==> src/rtl/divider_drv_pkg.sv <==
// Shared definitions for the divider driver: FSM state encoding and default sizing.
package divider_drv_pkg;
    localparam int DEF_WIDTH   = 8;
    localparam int DEF_TIMEOUT = 1023;

    typedef enum logic [2:0] {
        IDLE,
        LOAD,
        START,
        WAIT_DONE,
        CHECK,
        ACK,
        WAIT_REL,
        NEXT
    } state_t;
endpackage

==> src/rtl/divider_result_checker.sv <==
// Combinational check of one divide result: Q*Y+R must rebuild X and R must be below Y.
// Zero latency, no flow control; the caller decides when the inputs are meaningful.
module divider_result_checker
    import divider_drv_pkg::*;
#(
    parameter int WIDTH = DEF_WIDTH
) (
    input  logic [WIDTH-1:0] i_x,
    input  logic [WIDTH-1:0] i_y,
    input  logic [WIDTH-1:0] i_q,
    input  logic [WIDTH-1:0] i_r,
    output logic             o_pass
);
    logic [2*WIDTH-1:0] w_recon;

    // Full double-width product so Q*Y cannot wrap back onto X
    assign w_recon = ({{WIDTH{1'b0}}, i_q} * {{WIDTH{1'b0}}, i_y}) + {{WIDTH{1'b0}}, i_r};
    assign o_pass  = (w_recon == {{WIDTH{1'b0}}, i_x}) && (i_r < i_y);
endmodule

==> src/rtl/divider_driver.sv <==
// Drives a Start/Done/Ack divider for single ops or full-divisor sweeps and scores each result.
// One op takes START + divider latency + CHECK/ACK/WAIT_REL/NEXT; Go is ignored while busy or while Done is still high.
module divider_driver
    import divider_drv_pkg::*;
#(
    parameter int WIDTH   = DEF_WIDTH,
    parameter int TIMEOUT = DEF_TIMEOUT
) (
    input  logic             i_clk,
    input  logic             i_reset_n,
    input  logic             i_go,
    input  logic             i_sweep,
    input  logic [WIDTH-1:0] i_xin_u,
    input  logic [WIDTH-1:0] i_yin_u,
    output logic [WIDTH-1:0] o_xout,
    output logic [WIDTH-1:0] o_yout,
    output logic             o_start,
    output logic             o_ack,
    input  logic             i_done,
    input  logic [WIDTH-1:0] i_quotient,
    input  logic [WIDTH-1:0] i_remainder,
    output logic             o_busy,
    output logic             o_batch_done,
    output logic [WIDTH:0]   o_pass_count,
    output logic [WIDTH:0]   o_err_count,
    output logic [WIDTH-1:0] o_last_q,
    output logic [WIDTH-1:0] o_last_r,
    output logic [WIDTH-1:0] o_err_y,
    output logic             o_timeout_err,
    output logic             o_div_zero_err
);
    localparam int                TW       = $clog2(TIMEOUT + 1);
    localparam logic [TW-1:0]     TMO_LAST = TW'(TIMEOUT - 1);
    localparam logic [WIDTH-1:0]  Y_MAX    = '1;
    localparam logic [WIDTH:0]    CNT_MAX  = '1;

    state_t           r_state;
    logic             r_sweep;
    logic [WIDTH-1:0] r_xout, r_yout, r_last_q, r_last_r, r_err_y;
    logic [WIDTH:0]   r_pass_cnt, r_err_cnt;
    logic             r_start, r_ack, r_batch_done, r_tmo_err, r_dz_err;
    logic [TW-1:0]    r_tmo;
    logic             w_pass;

    divider_result_checker #(.WIDTH(WIDTH)) u_checker (
        .i_x    (r_xout),
        .i_y    (r_yout),
        .i_q    (i_quotient),
        .i_r    (i_remainder),
        .o_pass (w_pass)
    );

    always_ff @(posedge i_clk) begin
        if (!i_reset_n) begin
            r_state      <= IDLE;
            r_sweep      <= 1'b0;
            r_xout       <= '0;
            r_yout       <= '0;
            r_last_q     <= '0;
            r_last_r     <= '0;
            r_err_y      <= '0;
            r_pass_cnt   <= '0;
            r_err_cnt    <= '0;
            r_start      <= 1'b0;
            r_ack        <= 1'b0;
            r_batch_done <= 1'b0;
            r_tmo_err    <= 1'b0;
            r_dz_err     <= 1'b0;
            r_tmo        <= '0;
        end else begin
            r_start      <= 1'b0;
            r_ack        <= 1'b0;
            r_batch_done <= 1'b0;
            case (r_state)
                IDLE: begin
                    // A Done left over from an interrupted handshake must drain first
                    if (i_go && !i_done) begin
                        r_pass_cnt <= '0;
                        r_err_cnt  <= '0;
                        r_err_y    <= '0;
                        r_tmo_err  <= 1'b0;
                        r_sweep    <= i_sweep;
                        if (!i_sweep && i_yin_u == '0) begin
                            r_dz_err     <= 1'b1;
                            r_batch_done <= 1'b1;
                        end else begin
                            r_dz_err <= 1'b0;
                            r_xout   <= i_xin_u;
                            r_yout   <= i_sweep ? WIDTH'(1) : i_yin_u;
                            r_state  <= LOAD;
                        end
                    end
                end
                LOAD: begin
                    r_start <= 1'b1;
                    r_state <= START;
                end
                START: begin
                    r_tmo   <= '0;
                    r_state <= WAIT_DONE;
                end
                WAIT_DONE: begin
                    if (i_done) begin
                        r_state <= CHECK;
                    end else if (r_tmo == TMO_LAST) begin
                        r_tmo_err    <= 1'b1;
                        r_batch_done <= 1'b1;
                        r_state      <= IDLE;
                    end else begin
                        r_tmo <= r_tmo + 1'b1;
                    end
                end
                CHECK: begin
                    r_last_q <= i_quotient;
                    r_last_r <= i_remainder;
                    if (w_pass) begin
                        if (r_pass_cnt != CNT_MAX) r_pass_cnt <= r_pass_cnt + 1'b1;
                    end else begin
                        if (r_err_cnt != CNT_MAX) r_err_cnt <= r_err_cnt + 1'b1;
                        if (r_err_cnt == '0) r_err_y <= r_yout;
                    end
                    r_ack   <= 1'b1;
                    r_state <= ACK;
                end
                ACK: begin
                    r_tmo   <= '0;
                    r_state <= WAIT_REL;
                end
                WAIT_REL: begin
                    if (!i_done) begin
                        r_state <= NEXT;
                    end else if (r_tmo == TMO_LAST) begin
                        r_tmo_err    <= 1'b1;
                        r_batch_done <= 1'b1;
                        r_state      <= IDLE;
                    end else begin
                        r_tmo <= r_tmo + 1'b1;
                    end
                end
                NEXT: begin
                    if (!r_sweep || r_yout == Y_MAX) begin
                        r_batch_done <= 1'b1;
                        r_state      <= IDLE;
                    end else begin
                        r_yout  <= r_yout + 1'b1;
                        r_start <= 1'b1;
                        r_state <= START;
                    end
                end
                default: r_state <= IDLE;
            endcase
        end
    end

    assign o_xout         = r_xout;
    assign o_yout         = r_yout;
    assign o_start        = r_start;
    assign o_ack          = r_ack;
    assign o_busy         = (r_state != IDLE);
    assign o_batch_done   = r_batch_done;
    assign o_pass_count   = r_pass_cnt;
    assign o_err_count    = r_err_cnt;
    assign o_last_q       = r_last_q;
    assign o_last_r       = r_last_r;
    assign o_err_y        = r_err_y;
    assign o_timeout_err  = r_tmo_err;
    assign o_div_zero_err = r_dz_err;
endmodule

==> config.mk <==
export PLATFORM = sky130hd
export DESIGN_NAME = divider_driver
export DESIGN_NICKNAME = d
export VERILOG_FILES = /design/src/rtl/divider_drv_pkg.sv /design/src/rtl/divider_result_checker.sv /design/src/rtl/divider_driver.sv
export SDC_FILE = /design/constraint.sdc
export NUM_CORES = 1
export LEC_CHECK = 0
export ABC_CLOCK_PERIOD_IN_PS = 6300
export CORE_UTILIZATION = 47
export CTS_CLUSTER_SIZE = 8
export DETAILED_ROUTE_END_ITERATION = 12
export MAX_ROUTING_LAYER = met4
export PLACE_DENSITY_LB_ADDON = 0.08
export SYNTH_ARGS = -nofsm -noshare
export SYNTH_HDL_FRONTEND = slang
export SYNTH_SLANG_ARGS = --single-unit
==> constraint.sdc <==
create_clock -name i_clk -period 6.3 [get_ports i_clk]
set_input_delay 1.26 -clock i_clk [delete_from_list [all_inputs] [get_ports i_clk]]
set_output_delay 1.26 -clock i_clk [all_outputs]
set_load 0.02 [all_outputs]
# Word-level counts from Yosys, hierarchy flattened
# Index checks and enable logic that the tools add are counted.
[op_classes]
n_addsub = 5
multipliers = 1
n_lt_le_gt_ge = 1
eq_ne = 22
muxes = 42
bitwise_logic = 1
reduce_logical = 25
[op_table]
columns = ["cell", "count"]
rows = [
  ["$mux 8", 7],
  ["$mux 9", 5],
  ["$pmux 9 s2", 2],
  ["$pmux 8 s2", 2],
  ["$mux 10", 3],
  ["$pmux 10 s3", 1],
  ["$pmux 3 s8", 1],
  ["$reduce_and 4->1", 5],
  ["$add 9x1->9 const B", 2],
  ["$ne 2x2->1 const B", 9],
  ["$ne 9x9->1 const B", 2],
  ["$add 16x8->16", 1],
  ["$eq 16x8->1", 1],
  ["$mul 8x8->16", 1],
  ["$mux 3", 5],
  ["$eq 3x3->1 const B", 4],
  ["$mux 1", 12],
  ["$add 10x1->10 const B", 1],
  ["$eq 10x10->1 const B", 1],
  ["$logic_not 9->1", 1],
  ["$reduce_bool 3->1", 3],
  ["$add 8x1->8 const B", 1],
  ["$eq 8x8->1 const B", 1],
  ["$logic_not 8->1", 1],
  ["17 further kinds", 25],
]
[word_totals]
reg_bits = 77
inputBits = 37
output_inout_bits = 64
word_cells = 112

# Depth between registers and ports, before layout
[depth]
word_depth = 6
depth_mapped = 21
ltp_nobuf = 19

# Cells and area by module
# Synthesis repeated with hierarchy kept, for this count alone.
[unflattened]
hier_cells = 790
hier_area_um2 = 6444.9
[modules_own_cells]
columns = ["mod", "instances", "cells_each", "area_per_inst_um2", "seq_area_each_um2"]
rows = [
  ["divider_driver", 1, 465, 3747.3, 1541.5],
  ["divider_result_checker", 1, 325, 2697.6, 0.0],
]

# Worst setup path before layout
# OpenSTA, ideal clock, no wires.
[synth_path]
kind = "input to register"
from = "input port i_quotient[2]"
to = "register r_pass_cnt[2] (netlist: o_pass_count[2])"
setup_time_ns = 0.059
arrival_time_ns = 5.958
required_ns = 6.241
path_slack_ns = 0.283
stages = 16
n_path_buf = 2
cell_sequence = "clkbuf_1 nand2_1 fa_1 fa_1 fa_1 fa_1 inv_1 ha_1 buf_2 a21oi_1 o21ai_1 nor3_1 a2bb2o_2 or4_4 nor3_4 a31o_1"
[synth_between]
elab_chain_cells = 6
[synth_rtl]
columns = ["element", "line", "source"]
rows = [
  ["start: declaration", "divider_driver.sv:20", "input logic [WIDTH-1:0] i_quotient,"],
  ["$mul 8x8->16", "divider_result_checker.sv:17", "assign w_recon = ({{WIDTH{1'b0}}, i_q} * {{WIDTH{1'b0}}, i_y}) + {{WIDTH{1'b0}}, i_r};"],
  ["$add 16x8->16", "divider_result_checker.sv:17", ""],
  ["$eq 16x8->1", "divider_result_checker.sv:18", "assign o_pass = (w_recon == {{WIDTH{1'b0}}, i_x}) && (i_r < i_y);"],
  ["$logic_and 1x1->1", "divider_result_checker.sv:18", ""],
  ["$ne 2x1->1 (no source line)", "-", ""],
  ["$reduce_and 4->1 (no source line)", "-", ""],
  ["end signal: assignment", "divider_driver.sv:117", "if (r_pass_cnt != CNT_MAX) r_pass_cnt <= r_pass_cnt + 1'b1;"],
  ["end: declaration", "divider_driver.sv:40", "logic [WIDTH:0] r_pass_cnt, r_err_cnt;"],
]
# Every way passes these cells.
# A chain may end at the register's enable or synchronous reset.

# Worst setup path after layout
[layout_path]
from = "input port i_quotient[0]"
to = "register r_pass_cnt[2] (netlist: o_pass_count[2])"
# The elaborated chain is that of the path after synthesis.

==> results.sh <==
export IMPL_relSlewSlack_pct=28.87
export IMPL_routed_via_density=5.571
export IMPL_synth_top_cell_by_area="dfxtp_1"
export IMPL_antennaDiodeCount=0
export IMPL_async_flop_share_pct=0
export IMPL_grt_start_max_net_pins=56
export IMPL_gp_congestion=0.9438
export IMPL_fp_coreArea_um2=13450
export IMPL_ys_warnings_count=0
export IMPL_cp_required_ns=6.59
export IMPL_powerDensity_nw_per_um2=193.4
export IMPL_period_share_pct=96.64
export IMPL_hold_path_class="flip-flop to flip-flop"
export IMPL_dpl_instance_area_um2=8144
export IMPL_cts_tree="yes"
export IMPL_status="finished clean"
export IMPL_critical_path_peak_fanout=6
export IMPL_pre_cts_slack_ns=-0.5439
export IMPL_synth_cell_type_count=72
export IMPL_worstSkewPairLatency_ns=0.35
export IMPL_clkTransAtPathRegs_ns=0.06
export IMPL_finalHoldViolCount=0
export IMPL_worst_setup_path_start_kind="input pin"
export IMPL_fin_nets=1077
export IMPL_drive_above_1_share_pct=13.26
export IMPL_slew_violations=0
export IMPL_layout_common_cells="nand2_1 (112), clkdlybuf4s50_1 (93), inv_1 (79), dfxtp_1 (77), buf_4 (66)"
export IMPL_rsz0062_at_grt="yes"
export IMPL_dp_cells=1109
export IMPL_clockRootBuffer="clkbuf_16"
export IMPL_holdWs_ns=0.4557
export IMPL_mostFrequentLayoutCell="nand2_1"
export IMPL_synth_top_area_share_pct=23.41
export IMPL_dieArea_um2=14490
export IMPL_std_cell_rows=42
export IMPL_synth_edff_count=0
export IMPL_fin_area_um2=8568
export IMPL_vias=6273
export IMPL_syn_avg_cell_area_um2=8.148
export IMPL_io_pins=101
export IMPL_netlist_area_um2=6584
export IMPL_cts_path_max_buffers=2
export IMPL_h_tree_depth=3
export IMPL_port_buffers=100
export IMPL_fmax_ghz=0.1643
export IMPL_setup_viol=0
export IMPL_dp_hpwl_um=15400
export IMPL_ir_worst_vdd_mv=0.2192
export IMPL_grt_pass1_wl_um=31080
export IMPL_antenna_found_initial=0
export IMPL_numCtsBuffers=9
export IMPL_crit_type="input pin to flip-flop"
export IMPL_die_h_um=120.4
export IMPL_arrival_ns=6.38
export IMPL_post_route_min_period_ns=6.088
export IMPL_synthCells=808
export IMPL_stdcell_count=1126
export IMPL_maxCapViolations=0
export IMPL_grt_pass1_vias=6251
export IMPL_setup_slack_ns=0.2118
export IMPL_clock_skew_ns=0.01130
export IMPL_cts_sinks=77
export IMPL_chipWidth_um=120.4
export IMPL_syn_to_final_growth_pct=30.14
export IMPL_worst_slew_pin_slew_ns=1.057
export IMPL_leakage_nw=3.527
export IMPL_overflow=0
export IMPL_drt_iter0_drc=379
export IMPL_wirelength_um=19370
export IMPL_wire_per_inst_um=17.20
export IMPL_drt_first_pass_iters=5
export IMPL_syn_num_nets=940
export IMPL_drc=0
export IMPL_grt_total_usage_pct=28.39
export IMPL_ys_ff_latch=77
export IMPL_ys_seq_area_share_pct=23.41
export IMPL_synth_ff_type="dfxtp_1"
export IMPL_crit_path_end_kind="flip-flop"
export IMPL_synth_area_top_cells="dfxtp_1 (23%), fa_1 (13%), ha_1 (9.7%)"
export IMPL_initial_core_util_pct=48.94
export IMPL_drtAntennaViolNets=0
==> kinds of logic after synthesis <==
group | Yosys count | synth area share, %
adders and majority gates | 95 | 23.07
DFF | 77 | 23.41
xor gates and xnor gates | 17 | 2.470
buffers and inverters | 123 | 7.298
muxes | 16 | 2.451
and+or+nand+nor | 319 | 24.86
AOI/OAI and AO/OA | 161 | 16.44
==> registers in the layout, indices dropped and copies added (netlist names), 3 cells and up <==
signal / flops
r_tmo: 10
r_state: 3
o_yout: 8
o_last_r: 8
o_last_q: 8
o_pass_count: 9
o_err_count: 9
o_err_y: 8
o_xout: 8
==> report_power, final <==
group,internal [mW],switching (mW),leakage [nW]
clock network,0.349,0.220,0.160
registers,0.500,0.0266,0.622
logic,0.258,0.303,2.74
==> final cells by class <==
cell class                 instances  area (µm²)
clock buffer                       9       225.2
clock inverter                     7       100.1
fill                            1209        4885
inverter                          81       304.0
multi-input combinational        608        4662
sequential                        77        1541
tap                              176       220.2
timing repair buffer             168        1515
==> per-stage QoR <==
stage                     total power, mW  setup TNS (ns)  util [%]
after detailed placement            1.069          -12.02     60.54
after global routing                1.749        -0.06964     63.69
final                               1.657               0     63.69
after global placement              1.069          -10.52     60.54
after CTS                           1.641               0     63.09
after floorplan                    0.8587               0         -
==> critical path, stage by stage <==
cell and delay (ns):
clkdlybuf4s50_1 0.48, nand2_1 0.08, fa_1 0.52, fa_1 0.52, fa_1 0.54, fa_1 0.56, inv_1 0.04, ha_2 0.38
nand4b_1 0.23, a21oi_2 0.26, o21a_1 0.15, a2bb2o_2 0.32, or4_4 0.56, nor3_4 0.29, a31o_1 0.18
==> final timing paths <==
| path | from | endpoint | slack, ns | cells past startpoint |
|---|---|---|---|---|
| setup reg to reg | o_yout[4] | o_pass_count[2] | 0.82 | 16 |
| setup / recovery | i_quotient[0] | o_pass_count[2] | 0.21 | 15 |
| hold reg to reg | o_last_r[6] | o_last_r[6] | 0.46 | 2 |
| hold / removal | o_last_r[6] | o_last_r[6] | 0.46 | 2 |
==> synthesized netlist by cell type, types with 4 or more instances <==
cell        n
a21o_1     12
nor2_1     46
nand2b_1    8
mux2i_1    15
o21ai_0    19
buf_2       6
clkbuf_1   32
o211ai_1   15
and2_1     35
ha_1       51
nand3b_1    4
nor2b_1     7
nand2_1   112
fa_1       44
nor3_1     11
dfxtp_1    77
or2_2       5
a211oi_1    6
nor4_1      7
nand4_1     7
nand3_1    35
or2_1       9
or3_1       9
o21ai_1     4
and3_1      7
xnor2_1    10
inv_1      79
o21a_1      4
xor2_1      6
a21oi_1    67
==> layer usage <==
layer / routed length [µm] / up-vias / GRT usage, %
met2: 9505 / 210 / 48.10
met4: 444 / 0 / 8.179
met1: 8427 / 3001 / 34.69
li1: - / 3021 / -
met5: 0 / - / -
met3: 991 / 41 / 4.906
==> timing repair <==
item,in CTS,in global routing
hold buffers,0,0
cloned,0,0
gates resized for setup,9,24
setup buffers,1,0
endpoints found under the setup margin,26,26
pin swaps,1,5
No activity file was read; power rests on OpenSTA's default activity.
